`src/rtl/usart_tx_serializer.sv`:
```
// USART transmit serializer: pops characters from a show-ahead TX FIFO and
// shifts out async frames (start, 5-9 data LSB first, optional parity,
// 1-2 stop bits). Bit timing comes only from the external tx_tick strobe.
module usart_tx_serializer #(
  parameter int DATA_W = 9
) (
  input  logic              cp2,
  input  logic              ireset,
  input  logic              tx_tick,
  input  logic              txen,
  input  logic [2:0]        ucsz,
  input  logic [1:0]        upm,
  input  logic              usbs,
  input  logic [DATA_W-1:0] fifo_dout,
  input  logic              fifo_empty,
  output logic              fifo_re,
  output logic              txd,
  output logic              txc_set,
  output logic              busy
);

  localparam int CNT_W = $clog2(DATA_W + 1);

  typedef enum logic [2:0] {
    S_IDLE, S_START, S_DATA, S_PARITY, S_STOP1, S_STOP2
  } state_t;

  state_t              state_q, state_d;
  logic                txd_q, txd_d;
  logic                busy_q, busy_d;
  logic                txc_set_q, txc_set_d;
  logic [DATA_W-1:0]   sh_q, sh_d;
  logic [CNT_W-1:0]    cnt_q, cnt_d;
  logic [CNT_W-1:0]    size_q, size_d;
  logic                par_en_q, par_en_d;
  logic                par_bit_q, par_bit_d;
  logic                two_stop_q, two_stop_d;

  logic [CNT_W-1:0]    size_in;
  logic                par_calc;
  logic                par_bit_in;
  logic                frame_end;
  logic                load;

  // Character size decode; reserved encodings fall back to 8 bits.
  function automatic logic [CNT_W-1:0] char_size(input logic [2:0] c);
    case (c)
      3'b000:  return CNT_W'(5);
      3'b001:  return CNT_W'(6);
      3'b010:  return CNT_W'(7);
      3'b111:  return CNT_W'(9);
      default: return CNT_W'(8);
    endcase
  endfunction

  // Parity over the live config and FIFO head, captured once at load so the
  // frame never depends on config or FIFO contents after the pop.
  always_comb begin
    size_in  = char_size(ucsz);
    par_calc = 1'b0;
    for (int i = 0; i < DATA_W; i++) begin
      if (i < int'(size_in)) par_calc = par_calc ^ fifo_dout[i];
    end
    par_bit_in = upm[0] ? ~par_calc : par_calc;
  end

  // Frame sequencing: next-state, next-bit and the load/end decisions.
  always_comb begin
    state_d    = state_q;
    txd_d      = txd_q;
    busy_d     = busy_q;
    txc_set_d  = 1'b0;
    sh_d       = sh_q;
    cnt_d      = cnt_q;
    size_d     = size_q;
    par_en_d   = par_en_q;
    par_bit_d  = par_bit_q;
    two_stop_d = two_stop_q;

    frame_end = tx_tick && (((state_q == S_STOP1) && !two_stop_q) ||
                            (state_q == S_STOP2));
    // Load from idle, or straight after the last stop bit (no idle gap).
    load = tx_tick && txen && !fifo_empty &&
           ((state_q == S_IDLE) || frame_end);

    if (load) begin
      sh_d       = fifo_dout;
      size_d     = size_in;
      par_en_d   = upm[1];
      par_bit_d  = par_bit_in;
      two_stop_d = usbs;
      cnt_d      = '0;
      txd_d      = 1'b0;
      busy_d     = 1'b1;
      state_d    = S_START;
    end else if (frame_end) begin
      txd_d     = 1'b1;
      busy_d    = 1'b0;
      txc_set_d = 1'b1;
      state_d   = S_IDLE;
    end else if (tx_tick) begin
      case (state_q)
        S_START: begin
          txd_d   = sh_q[0];
          sh_d    = {1'b0, sh_q[DATA_W-1:1]};
          cnt_d   = CNT_W'(1);
          state_d = S_DATA;
        end
        S_DATA: begin
          if (cnt_q < size_q) begin
            txd_d = sh_q[0];
            sh_d  = {1'b0, sh_q[DATA_W-1:1]};
            cnt_d = cnt_q + CNT_W'(1);
          end else if (par_en_q) begin
            txd_d   = par_bit_q;
            state_d = S_PARITY;
          end else begin
            txd_d   = 1'b1;
            state_d = S_STOP1;
          end
        end
        S_PARITY: begin
          txd_d   = 1'b1;
          state_d = S_STOP1;
        end
        // Only reached with two stop bits; line stays high.
        S_STOP1: state_d = S_STOP2;
        default: ;
      endcase
    end
  end

  // State and registered outputs; reset forces an idle line at any time.
  always_ff @(posedge cp2 or negedge ireset) begin
    if (!ireset) begin
      state_q    <= S_IDLE;
      txd_q      <= 1'b1;
      busy_q     <= 1'b0;
      txc_set_q  <= 1'b0;
      sh_q       <= '0;
      cnt_q      <= '0;
      size_q     <= '0;
      par_en_q   <= 1'b0;
      par_bit_q  <= 1'b0;
      two_stop_q <= 1'b0;
    end else begin
      state_q    <= state_d;
      txd_q      <= txd_d;
      busy_q     <= busy_d;
      txc_set_q  <= txc_set_d;
      sh_q       <= sh_d;
      cnt_q      <= cnt_d;
      size_q     <= size_d;
      par_en_q   <= par_en_d;
      par_bit_q  <= par_bit_d;
      two_stop_q <= two_stop_d;
    end
  end

  // Pop is same-cycle with the load so the show-ahead head word is the one
  // latched; it is gated by !fifo_empty through the load term.
  assign fifo_re = load;
  assign txd     = txd_q;
  assign busy    = busy_q;
  assign txc_set = txc_set_q;

endmodule

```
`config.mk`:
```
export PLATFORM = sky130hd
export DESIGN_NAME = usart_tx_serializer
export DESIGN_NICKNAME = d
export VERILOG_FILES = /design/src/rtl/usart_tx_serializer.sv
export SDC_FILE = /design/constraint.sdc
export NUM_CORES = 1
export LEC_CHECK = 0
export CAP_MARGIN = 30
export CORE_MARGIN = 2
export CORE_UTILIZATION = 49
export CTS_CLUSTER_SIZE = 14
export DETAILED_ROUTE_END_ITERATION = 16
export GPL_ROUTABILITY_DRIVEN = 0
export GPL_TIMING_DRIVEN = 0
export PLACE_DENSITY = 0.76
export RECOVER_POWER = 25
export SYNTH_ARGS = -nofsm -noshare
export SYNTH_HDL_FRONTEND = slang
export SYNTH_SLANG_ARGS = --single-unit
```
`constraint.sdc`:
```
create_clock -name cp2 -period 1.89 [get_ports cp2]
set_input_delay 0.378 -clock cp2 [delete_from_list [all_inputs] [get_ports cp2]]
set_output_delay 0.378 -clock cp2 [all_outputs]
set_load 0.05 [all_outputs]
```
==> results.yml, run 1 <==
setup_path:
  crit_top_cell: "buf_8"
  path_cells: "nand2b_4, nand2_1, a2111o_2, clkinv_4, buf_12, buf_8, buf_8"
  r2r-end: "sh_q[3]$_DFFE_PN0P_"
  crit_end: "fifo_re"
  worstReg2RegStart: "state_q[0]$_DFFE_PN0P_"
  cp-startpoint: "state_q[0]$_DFFE_PN0P_"
  crit_type: "reg -> out"
  r2r_slack_ns: -0.21
  start_kind: "flip-flop"
  reg2regPathDepth: 8
  critPathArrivalTime_ns: 1.82
  cpPeakStageDelay_ns: 0.48
  worst_setup_path_end_kind: "output pin"
  required_ns: 1.51
  path_max_fanout: 3
  cp_slowest_cell: "a2111o_2"
power:
  power_w: 0.00367
  peakVddDrop_mv: 0.648
  power_per_cell_area_mw_per_mm2: 1530
  leakage_nw: 1.05
cts:
  cts_buffers: 3
  cts_root_buf: "clkbuf_4"
  cts_tree: "built"
  hold_buffers: 0
  clkSlewWorstSetupHoldPaths_ns: 0.15
  htree_levels: 1
  clkSinkCount: 26
  clk_path_buf_depth: 2
  clk_latency_ns: 0.32
flow_run:
  drv_cap: 0
synth:
  synthCells: 172
  ys_types: 48
  async_flop_share: 1.00
  synth_top_area_cell: "dfrtp_1"
  synth_nets: 196
  synth_seq_cells: 26
  yosysSeqAreaShare: 0.382
  yosysTopAreaCellShare: 0.367
  synth_edf_count: 0
  yosysMostFrequentCell: "dfrtp_1"
  yosys-top-cells-area: "dfrtp_1 37%, mux2_4 6.2%, xnor2_1 4.1%"
  synthFlopType: "dfrtp_1"
  synthTopCellsByCount: "25 x dfrtp_1, 18 x nand2_1, 12 x inv_1"
  ys_warn_count: 0
  postSynthAreaPerCell_um2: 9.92
  syn_area_mm2: 0.00171
sta:
  setup_viol: 15
  worstMarginPinSlew_ns: 1.08
  relSlewSlack: 0.280
  setup_tns_ns: -2.58
  clock_skew_ns: 0.00387
  hold_viol: 0
  maxSlewViolCount: 0
  period_minus_slack_ns: 2.20
  rsz0062_at_grt: "true"
  timing.final.crit_share: 1.16
  fmax_mhz: 454
  worst_slack_ns: -0.312
hold_path:
  hp-class: "in -> async"
grt:
  grt_max_degree: 21
  grt_pass1_vias: 1663
  grt_pass1_wl_um: 7780
  grt_use_total: 0.247
  globalRouteOverflowTotal: 0
  antenna_found_initial: 0
cells_and_area:
  fillers: 243
  diodes: 0
  final_nets: 251
  area_growth_syn_to_layout_pct: 40.4
  regArea_um2: 652
  drive_gt1_frac: 0.332
  multiInputGateArea_mm2: 0.00105
detailed_routing:
  viasPerCell: 5.64
  ant_nets: 0
  vias: 1534
  route.detailed.wl_per_inst_um: 17.0
  drc: 0
  drtPass1Iterations: 4
  drt_wl_total_um: 4620
  drtIter0Drc: 93
run_status:
  violations: "setup timing"
  outcome: "complete, but fails checks"
floorplanning:
  pin_count: 24
  die-area_mm2: 0.00397
  die_w_um: 63.0
  initial_core_util: 0.511
  num_rows: 21
  die-height_um: 63.0
  core_area_mm2: 0.00334
placed_design:
  dp_hpwl_um: 2880
  port-buffer-count: 22
==> metal layers <==
| metal | vias to the layer above | wire [um] | track usage |
|---|---|---|---|
| li1 | 724 | - | - |
| met1 | 753 | 1900 | 0.289 |
| met2 | 49 | 2520 | 0.473 |
| met3 | 8 | 159 | 0.0234 |
| met4 | 0 | 50 | 0.0694 |
| met5 | - | 0 | 0 |
==> power breakdown <==
group,switching (W),internal [W]
registers,0.000195,0.000803
logic,0.00114,0.00128
clock network,0.000171,0.0000825
==> cells in the final DEF, fill, tap and decap left out, drive strengths merged, types with 4 or more instances in the layout <==
master / instances
mux2: 17
clkbuf: 9
a21oi: 7
o21ai: 12
nand2b: 5
buf: 32
clkdlybuf4s50: 17
xnor2: 8
nand2: 18
dfrtp: 25
nor2: 10
inv: 12
ha: 4
==> kinds of logic after synthesis <==
| family | Yosys count | synth area share |
|---|---|---|
| multiplexers | 19 | 0.139 |
| XOR/XNOR | 9 | 0.0543 |
| buffers and inverters | 21 | 0.0602 |
| adder cells (fa/ha/maj) | 4 | 0.0293 |
| AND/OR/NAND/NOR | 52 | 0.157 |
| flip-flops | 26 | 0.382 |
| AO/OA/AOI/OAI | 41 | 0.178 |
==> area by class of cell <==
type                    instances  share of cell area
multi-input cells             125               0.440
plain buffers                   7              0.0287
flip-flops and latches         26               0.272
inverters                      13              0.0225
clock buffers                   4              0.0110
well taps                      46              0.0240
repair buffers                 51               0.202
==> worst min-delay path by stage <==
stage / startpoint / to / slack (ns) / depth (start not counted)
after detailed placement: busy$_DFFE_PN0P_ / busy$_DFFE_PN0P_ / 0.47 / 2
after floorplan: ireset / busy$_DFFE_PN0P_ / 0.08 / 0
final: ireset / size_q[1]$_DFFE_PN0P_ / 0.37 / 1
after CTS: tx_tick / state_q[1]$_DFFE_PN0P_ / 0.34 / 2
after global placement: busy$_DFFE_PN0P_ / busy$_DFFE_PN0P_ / 0.46 / 2
after global routing: ireset / size_q[0]$_DFFE_PN0P_ / 0.38 / 1
==> critical path, delay by kind of cell (launching register included) <==
| family | cells | cell delay (ns) |
|---|---|---|
| buf+inv | 4 | 0.40 |
| compound gates | 1 | 0.48 |
| flops | 1 | 0.42 |
| simple gates | 2 | 0.20 |
==> sequential cells by signal (all words and copies together) (netlist names) <==
name / flops
sh_q: 9
cnt_q: 4
size_q: 4
state_q: 3
busy: 1
par_bit_q: 1
par_en_q: 1
two_stop_q: 1
txc_set: 1
txd: 1
==> stage by stage <==
step | util | area, um^2 | hold WS (ns) | worst slack, ns | std cells
finish | 0.718 | 2390 | 0.370 | -0.312 | 272
global route | 0.718 | 2390 | 0.381 | -0.350 | 272
CTS | 0.713 | 2380 | 0.344 | -0.269 | 272
detailed placement | 0.607 | 2030 | 0.473 | -1.21 | 241
global placement | 0.599 | 2000 | 0.464 | -1.18 | 240
floorplan | - | 1720 | 0.0824 | -0.100 | 172
==> what timing repair did <==
| item | in CTS | in global routing |
|---|---|---|
| gates cloned | 1 | 0 |
| endpoints found under the hold margin | 0 | 0 |
| setup endpoints to repair | 23 | 19 |
| pin swaps | 9 | 9 |
| gates resized for setup | 37 | 10 |
| setup buffers | 30 | 4 |
Note: power is estimated with default switching activity, not from simulation.
==> run 2: changes to the inputs <==
GPL_TIMING_DRIVEN = unset   (was 0)
==> run 2 against run 1 <==
Against the previous run:
- the flow still finishes with violations (setup timing)
- final area increased by 1.9%
- core utilization increased by 1.3 points
- setup slack improved by 0.11 ns
- first-iteration DRC count increased by 51%
- critical endpoint unchanged
- largest cell class unchanged
- highest routed layer unchanged
==> results.yml, run 2 (same netlist as run 1, synthesis figures left out) <==
run_status:
  outcome: "complete, but fails checks"
  violations: "setup timing"
sta:
  worst_slack_ns: -0.198
  period_minus_slack_ns: 2.09
  rsz0062_at_grt: "true"
  worstMarginPinSlew_ns: 0.668
  relSlewSlack: 0.555
  timing.final.crit_share: 1.10
  fmax_mhz: 479
  hold_viol: 0
  maxSlewViolCount: 0
  setup_viol: 12
  clock_skew_ns: 0.00951
grt:
  antenna_found_initial: 0
  grt_use_total: 0.226
  grt_pass1_vias: 1584
  grt_max_degree: 27
  globalRouteOverflowTotal: 0
  grt_pass1_wl_um: 7200
floorplanning:
  die-area_mm2: 0.00397
  core_area_mm2: 0.00334
  initial_core_util: 0.511
  die-height_um: 63.0
  die_w_um: 63.0
  pin_count: 24
  num_rows: 21
flow_run:
  drv_cap: 0
cts:
  hold_buffers: 0
  clk_path_buf_depth: 2
  cts_tree: "built"
  htree_levels: 1
  cts_root_buf: "clkbuf_4"
  clkSlewWorstSetupHoldPaths_ns: 0.16
  clkSinkCount: 26
  cts_buffers: 3
  clk_latency_ns: 0.33
setup_path:
  start_kind: "flip-flop"
  cpPeakStageDelay_ns: 0.47
  critPathArrivalTime_ns: 1.71
  worst_setup_path_end_kind: "output pin"
  required_ns: 1.51
  crit_type: "reg -> out"
  cp_slowest_cell: "a2111o_2"
  path_cells: "nor2b_1, a2111o_2, clkinv_4, buf_6, buf_12"
  path_max_fanout: 3
cells_and_area:
  final_nets: 255
  final_common_cell: "buf_4"
  top_register: "sh_q"
  finalNonFillerCells: 276
  final_core_util: 0.731
  largest_reg_flops: 9
  diodes: 0
  drive_gt1_frac: 0.370
  fillers: 236
  final_cell_mix: "31 x buf_4, 25 x dfrtp_1, 17 x nand2_1, 17 x clkdlybuf4s50_1, 16 x mux2_4"
  reg_top3: "sh_q x9, cnt_q x4, size_q x4"
  area_growth_syn_to_layout_pct: 43.1
detailed_routing:
  drc: 0
  drtPass1Iterations: 4
  drtIter0Drc: 140
  ant_nets: 0
  drt_wl_total_um: 4520
  vias: 1566
  viasPerCell: 5.67
  route.detailed.wl_per_inst_um: 16.4
hold_path:
  hp-class: "reg -> reg"
placed_design:
  placed_cells: 262
  port-buffer-count: 23
  dp_hpwl_um: 2930
power:
  power_w: 0.00378
  power_per_cell_area_mw_per_mm2: 1550
  peakVddDrop_mv: 0.759
  leakage_nw: 1.08
[run 2: final timing paths]
check	from	end	slack, ns	cells after the start
min reg2reg	par_bit_q$_DFFE_PN0P_	par_bit_q$_DFFE_PN0P_	0.51	2
max reg2reg	state_q[0]$_DFFE_PN0P_	sh_q[7]$_DFFE_PN0P_	-0.14	7
max in group asynchronous	ireset	cnt_q[2]$_DFFE_PN0P_	0.88	2
max	state_q[0]$_DFFE_PN0P_	fifo_re	-0.20	5
min in group asynchronous	ireset	sh_q[4]$_DFFE_PN0P_	0.58	2
min	par_bit_q$_DFFE_PN0P_	par_bit_q$_DFFE_PN0P_	0.51	2
[run 2: cell type report]
type,instances,area (um^2),area share
inverter,13,53.8,0.0221
sequential,26,652,0.267
timing repair buffer,62,589,0.242
multi-input combinational,125,1050,0.431
tap,46,57.6,0.0236
clock buffer,4,36.3,0.0149
[run 2: per-stage QoR]
step | setup slack [ns] | instance area, um^2 | hold slack (ns) | TNS (ns)
after global routing | -0.269 | 2440 | 0.526 | -2.33
after floorplan | -0.100 | 1720 | 0.0824 | -0.725
after global placement | -0.429 | 2190 | 0.460 | -5.65
after CTS | -0.145 | 2280 | 0.408 | -0.760
after detailed placement | -0.476 | 2190 | 0.471 | -6.48
final | -0.198 | 2440 | 0.505 | -1.38
[run 2: layer usage]
layer,global-route usage,vias to the layer above,wire length [um]
met5,0,-,0
li1,-,735,-
met2,0.404,91,2280
met3,0.0270,20,295
met1,0.278,720,1790
met4,0.0833,0,155
[run 2: power breakdown]
part	switching, W	internal (W)	total, W	leakage [nW]
Clock	0.000181	0.000118	0.000299	0.0210
Combinational	0.00114	0.00135	0.00249	0.732
Sequential	0.000187	0.000803	0.000990	0.329
[run 2: critical path: cells and delay by family, from the launching register on]
| kind | cells | cell delay, ns |
|---|---|---|
| and+or+nand+nor | 1 | 0.17 |
| buffers and inverters | 3 | 0.31 |
| DFF | 1 | 0.42 |
| AOI/OAI and AO/OA | 1 | 0.47 |
[run 2: what timing repair did]
action | 4_1_cts | 5_1_grt
resized for setup | 7 | 22
gates cloned | 0 | 1
pin swaps | 3 | 11
setup buffers | 5 | 6
endpoints found under the setup margin | 12 | 16
==> run 3: changes to the inputs <==
CTS_CLUSTER_DIAMETER = 200   (was unset)
==> results of run 3 <==
Final layout, timing and power as in run 2 (identical DEF).
